File: config.mk
export PLATFORM = sky130hd
export DESIGN_NAME = c64_bus_arbiter
export DESIGN_NICKNAME = d
export VERILOG_FILES = /design/src/rtl/c64_bus_arbiter.sv
export SDC_FILE = /design/constraint.sdc
export NUM_CORES = 1
export LEC_CHECK = 0
export BUFFER_PORTS_ARGS = -buffer_cell sky130_fd_sc_hd__buf_2
export CAP_MARGIN = 40
export CORE_MARGIN = 4
export CORE_UTILIZATION = 48
export DETAILED_ROUTE_END_ITERATION = 10
export PLACE_DENSITY_LB_ADDON = 0.08
export SKIP_LAST_GASP = 1
export SLEW_MARGIN = 10
export SYNTH_ARGS = -nofsm -noshare
export SYNTH_HDL_FRONTEND = slang
export SYNTH_SLANG_ARGS = --single-unit
File: constraint.sdc
create_clock -name clk -period 2.1 [get_ports clk]
set_input_delay 0.315 -clock clk [delete_from_list [all_inputs] [get_ports clk]]
set_output_delay 0.315 -clock clk [all_outputs]
set_load 0.05 [all_outputs]
File: src/rtl/c64_bus_arbiter.sv
// C64-style bus arbiter: shares one memory bus between the VIC (phi0 low half)
// and the CPU (phi0 high half), with BA-driven write grace and CPU stun.
module c64_bus_arbiter #(
  parameter int ROM_BIT = 12
) (
  input  logic        clk,
  input  logic        rst_n,
  input  logic        phi0,
  input  logic        ba,
  input  logic [13:0] vic_ao,
  input  logic        cpu_req,
  input  logic        cpu_we,
  input  logic [13:0] cpu_addr,
  input  logic [11:0] cpu_wdata,
  output logic        cpu_ack,
  output logic        cpu_rdy,
  output logic        aec,
  output logic [13:0] bus_addr,
  output logic [11:0] bus_wdata,
  output logic        ram_en,
  output logic        rom_en,
  output logic        ram_we
);

  typedef enum logic [1:0] {
    VIC_HALF = 2'd0,
    CPU_XFER = 2'd1,
    CPU_NOP  = 2'd2,
    STUN     = 2'd3
  } state_t;

  state_t      r_state;
  state_t      w_next_state;
  logic        r_phi0_q;
  logic        r_phi0_armed;
  logic [1:0]  r_ba_cnt;
  logic [1:0]  w_ba_cnt_next;
  logic [1:0]  r_xfer_cnt;
  logic        r_we;
  logic [13:0] r_addr;
  logic [11:0] r_wdata;
  logic        r_cpu_rdy;

  logic w_rise;
  logic w_fall;
  logic w_stun;
  logic w_accept;
  logic w_take;

  // A rise only counts once phi0_q holds a genuinely sampled low, so a phi0
  // that is already high when reset releases does not open a CPU half.
  assign w_rise   = phi0 & ~r_phi0_q & r_phi0_armed;
  assign w_fall   = ~phi0 & r_phi0_q;
  assign w_stun   = ~ba & (r_ba_cnt == 2'd3);
  assign w_accept = cpu_req & (ba | (cpu_we & (r_ba_cnt != 2'd3)));
  assign w_take   = w_rise & ~w_fall & ~w_stun & w_accept;

  // NOTE: every signal written here gets a default first so no latch is inferred.
  always_comb begin
    w_next_state  = r_state;
    w_ba_cnt_next = r_ba_cnt;
    if (w_fall) begin
      w_next_state = VIC_HALF;
    end else if (w_rise) begin
      if (w_stun)        w_next_state = STUN;
      else if (w_accept) w_next_state = CPU_XFER;
      else               w_next_state = CPU_NOP;
      if (ba)                     w_ba_cnt_next = 2'd0;
      else if (r_ba_cnt != 2'd3)  w_ba_cnt_next = r_ba_cnt + 2'd1;
    end
  end

  // NOTE: sequential state uses non-blocking assignments; reset is synchronous.
  always_ff @(posedge clk) begin
    if (!rst_n) begin
      r_state      <= VIC_HALF;
      r_phi0_q     <= 1'b0;
      r_phi0_armed <= 1'b0;
      r_ba_cnt     <= 2'd0;
      r_xfer_cnt   <= 2'd0;
      r_we         <= 1'b0;
      r_addr       <= '0;
      r_wdata      <= '0;
      r_cpu_rdy    <= 1'b1;
    end else begin
      r_state   <= w_next_state;
      r_phi0_q  <= phi0;
      r_ba_cnt  <= w_ba_cnt_next;
      r_cpu_rdy <= ba;
      if (!phi0) r_phi0_armed <= 1'b1;
      if (w_take) begin
        r_we    <= cpu_we;
        r_addr  <= cpu_addr;
        r_wdata <= cpu_wdata;
      end
      if (w_rise)
        r_xfer_cnt <= 2'd0;
      else if (r_state == CPU_XFER && r_xfer_cnt != 2'd3)
        r_xfer_cnt <= r_xfer_cnt + 2'd1;
    end
  end

  always_comb begin
    bus_addr  = vic_ao;
    bus_wdata = '0;
    case (r_state)
      CPU_XFER: begin
        bus_addr  = r_addr;
        bus_wdata = r_wdata;
      end
      CPU_NOP:  bus_addr = cpu_addr;
      default:  bus_addr = vic_ao;
    endcase
  end

  assign aec     = (r_state == CPU_XFER) | (r_state == CPU_NOP);
  assign rom_en  = bus_addr[ROM_BIT];
  assign ram_en  = ~bus_addr[ROM_BIT];
  assign cpu_rdy = r_cpu_rdy;

  // Strobes are gated by rst_n so a transfer caught by reset never completes.
  assign ram_we  = rst_n & (r_state == CPU_XFER) & (r_xfer_cnt == 2'd1) & r_we & ram_en;
  assign cpu_ack = rst_n & (r_state == CPU_XFER) & w_fall;

endmodule

==> impl_metrics.toml <==
[run_status]
status = "finished clean"

[layout]
instances_no_fill = 354
fillCellCount = 353
area_growth_pct = 27.0
drive_gt1_share_pct = 30.4
utilization_pct = 64.2
nets = 356
multi_input_area_mm2 = 0.00103
final_common_cell = "nand2_1"
final_cell_mix = "nand2_1, buf_2, dfxtp_1"
seqCellArea_um2 = 721
antenna_cells = 0
design_area_mm2 = 0.00239

[synth]
synth_area_per_cell_um2 = 8.07
yosys.area.top_type = "dfxtp_1"
yosysWarningCount = 0
synth-simple-area-share_pct = 22.2
ys_types = 27
synth_top_cell_area_share_pct = 38.3
synth_area_mm2 = 0.00188
synth_adder_area_share_pct = 3.33
async_flop_share_pct = 0
seq_area_frac_synth_pct = 38.3
synth_compound_area_share_pct = 13.2
synthFlopType = "dfxtp_1"
synthCells = 233
syn-num-nets = 284
synth_enable_flop_cells = 0
synthXorXnorAreaFrac_pct = 0.466
synth_top_family_by_area = "simple AND/OR/NAND/NOR gates"
synthTopCellsByArea = "dfxtp_1, nand2_1, mux2i_1, a22oi_1, o21ai_0"
synth.area.mux_share_pct = 14.4
ys_ff_latch = 36

[flow_run]
cap_violations = 0

[placed_design]
numPortBuffers = 77
dp_hpwl_um = 3000
place_inst = 346
placed_area_mm2 = 0.00227
place_congestion = 0.713
pre_cts_ws_ps = 367

[route]
dr_wl_met2_um = 1860
top_layer = "met4"
wl_um = 4140
drt-met1-wl_um = 1830
dr_total_vias = 1744
drt_iter0_drc = 69
wl_met3_um = 415
drtAntennaViolNets = 0
viasPerCell = 4.93
wl_per_cell_um = 11.7
remaining_drc_errors = 0
drt_pass1_iterations = 4

[worst_setup_path]
rrSetupSlack_ps = 420
end_kind = "output port"
r2r-start = "r_ba_cnt[0]$_SDFFE_PN0P_"
max_stage_delay_ps = 350
critical-path-slowest-cell = "dfxtp_1"
cp_top_family = "buffers and inverters"
critPathArrivalTime_ps = 1650
critical_path_peak_fanout = 27
startpoint_type = "flop"
required_ps = 1780
timing.rr.end = "r_addr[11]$_SDFFE_PN0P_"
worst-path-stages = 5
crit_type = "flop to output port"
reg2regPathDepth = 5
crit_buf_inv = 3
crit_chain = "inv_1 > ha_1 > buf_6 > o21ai_0 > clkbuf_4"

[clock_tree]
cts_sinks = 36
cts_hold_buf = 0
cts_buffers = 5
clkLatencyLatePin_ps = 280
clk_pin_slew_ps = 70
cts_tree = "done"
root_buffer = "clkbuf_8"
clock_tree.buffer_depth = 2
cts-htree-levels = 2

[power]
p_per_area_mw_per_mm2 = 656
irDropWorstVdd_v = 0.000439
power.total_uw = 1570
p_leak_uw = 0.00108

[timing]
period_minus_slack_ps = 1960
layout_setup_ws_ps = 139
hold_violations = 0
clock_skew_ps = 4.12
period_share_pct = 93.4
setup_viol = 0
tightest_slew_ps = 567
relSlewSlack_pct = 62.2
rsz0062_at_grt = "yes"
drv_slew = 0
fmax_ghz = 0.510

[global_route]
grt_pass1_vias = 1637
grt_pass1_wl_um = 7040
grt_max_degree = 63
overflow = 0
antenna_found_initial = 0
grt_usage_pct = 17.2

[worst_hold_path]
hold_path_class = "input pin to flop"
hp-start = "cpu_wdata[3]"
hold_depth = 3
hold_end = "r_wdata[3]$_SDFFE_PN0P_"

[die]
rows = 22
core_mm2 = 0.00372
initial_core_util_pct = 50.6
die_y_um = 70.6
ios = 78
die_w_um = 70.6
die-area_mm2 = 0.00498
per-stage QoR:
step / hold slack (ps) / setup TNS (ps)
2_1_floorplan: 410 / -4300
3_3_place_gp: 439 / 0
3_5_place_dp: 445 / 0
4_1_cts: 262 / 0
5_1_grt: 266 / -17.6
6_report: 272 / 0
worst min-delay path, cell delays in order:
cell,delay [ps]
buf_2,90
nand2_1,40
mux2i_1,50
worst max-delay path by stage:
stage / from / to / slack (ps)
final: r_state[0]$_SDFFE_PP0P_ / bus_addr[10] / 140
after global routing: r_state[0]$_SDFFE_PP0P_ / bus_addr[4] / -20
after CTS: r_state[0]$_SDFFE_PP0P_ / bus_addr[10] / 40
after detailed placement: r_state[0]$_SDFFE_PP0P_ / bus_addr[10] / 370
after global placement: r_state[0]$_SDFFE_PP0P_ / bus_addr[10] / 380
after floorplan: r_state[0]$_SDFFE_PP0P_ / bus_addr[10] / -350
final cells by class:
cell class | instances | share of cell area, %
Timing Repair Buffer | 83 | 19.0
Tap cell | 48 | 2.52
Sequential cell | 36 | 30.2
Clock buffer | 8 | 3.77
Multi-Input combinational cell | 169 | 43.0
Inverter | 10 | 1.57
kinds of logic after synthesis:
kind of cell / count (synthesis)
simple gates: 97
mux: 27
flops: 36
compound gates: 39
fa+ha+maj: 5
xor+xnor: 1
buf+inv: 28
layer usage:
metal  vias up  global-route usage [%]
met4         0                    5.85
met1       760                    21.3
met2        68                    27.5
met3         4                    6.39
met5         -                       0
li1        912                       -
power breakdown:
| group | total [uW] | leakage (uW) | switching [uW] | internal (uW) |
|---|---|---|---|---|
| clock network | 493 | 0.0000455 | 226 | 267 |
| registers | 712 | 0.000292 | 9.79 | 702 |
| logic | 361 | 0.000744 | 249 | 112 |
sequential cells by signal, indices dropped and copies added (netlist names):
signal	count
cpu_rdy	1
r_addr	14
r_ba_cnt	2
r_phi0_armed	1
r_phi0_q	1
r_state	2
r_wdata	12
r_we	1
r_xfer_cnt	2
synth_stat cells (2+ instances only):
cell / count
a211oi_1: 2
and2_1: 13
buf_12: 2
nor2_1: 2
inv_1: 10
o21ai_0: 17
a21oi_1: 2
dfxtp_1: 36
a22oi_1: 14
mux2i_1: 27
nor3_1: 2
clkbuf_1: 12
o22ai_1: 2
nand2_1: 75
ha_1: 5
repair_timing:
action / in CTS / in global routing
setup buffers: 0 / 0
setup endpoints to repair: 0 / 14
resized for setup: 0 / 9
Note: power is estimated with default switching activity, not from simulation.
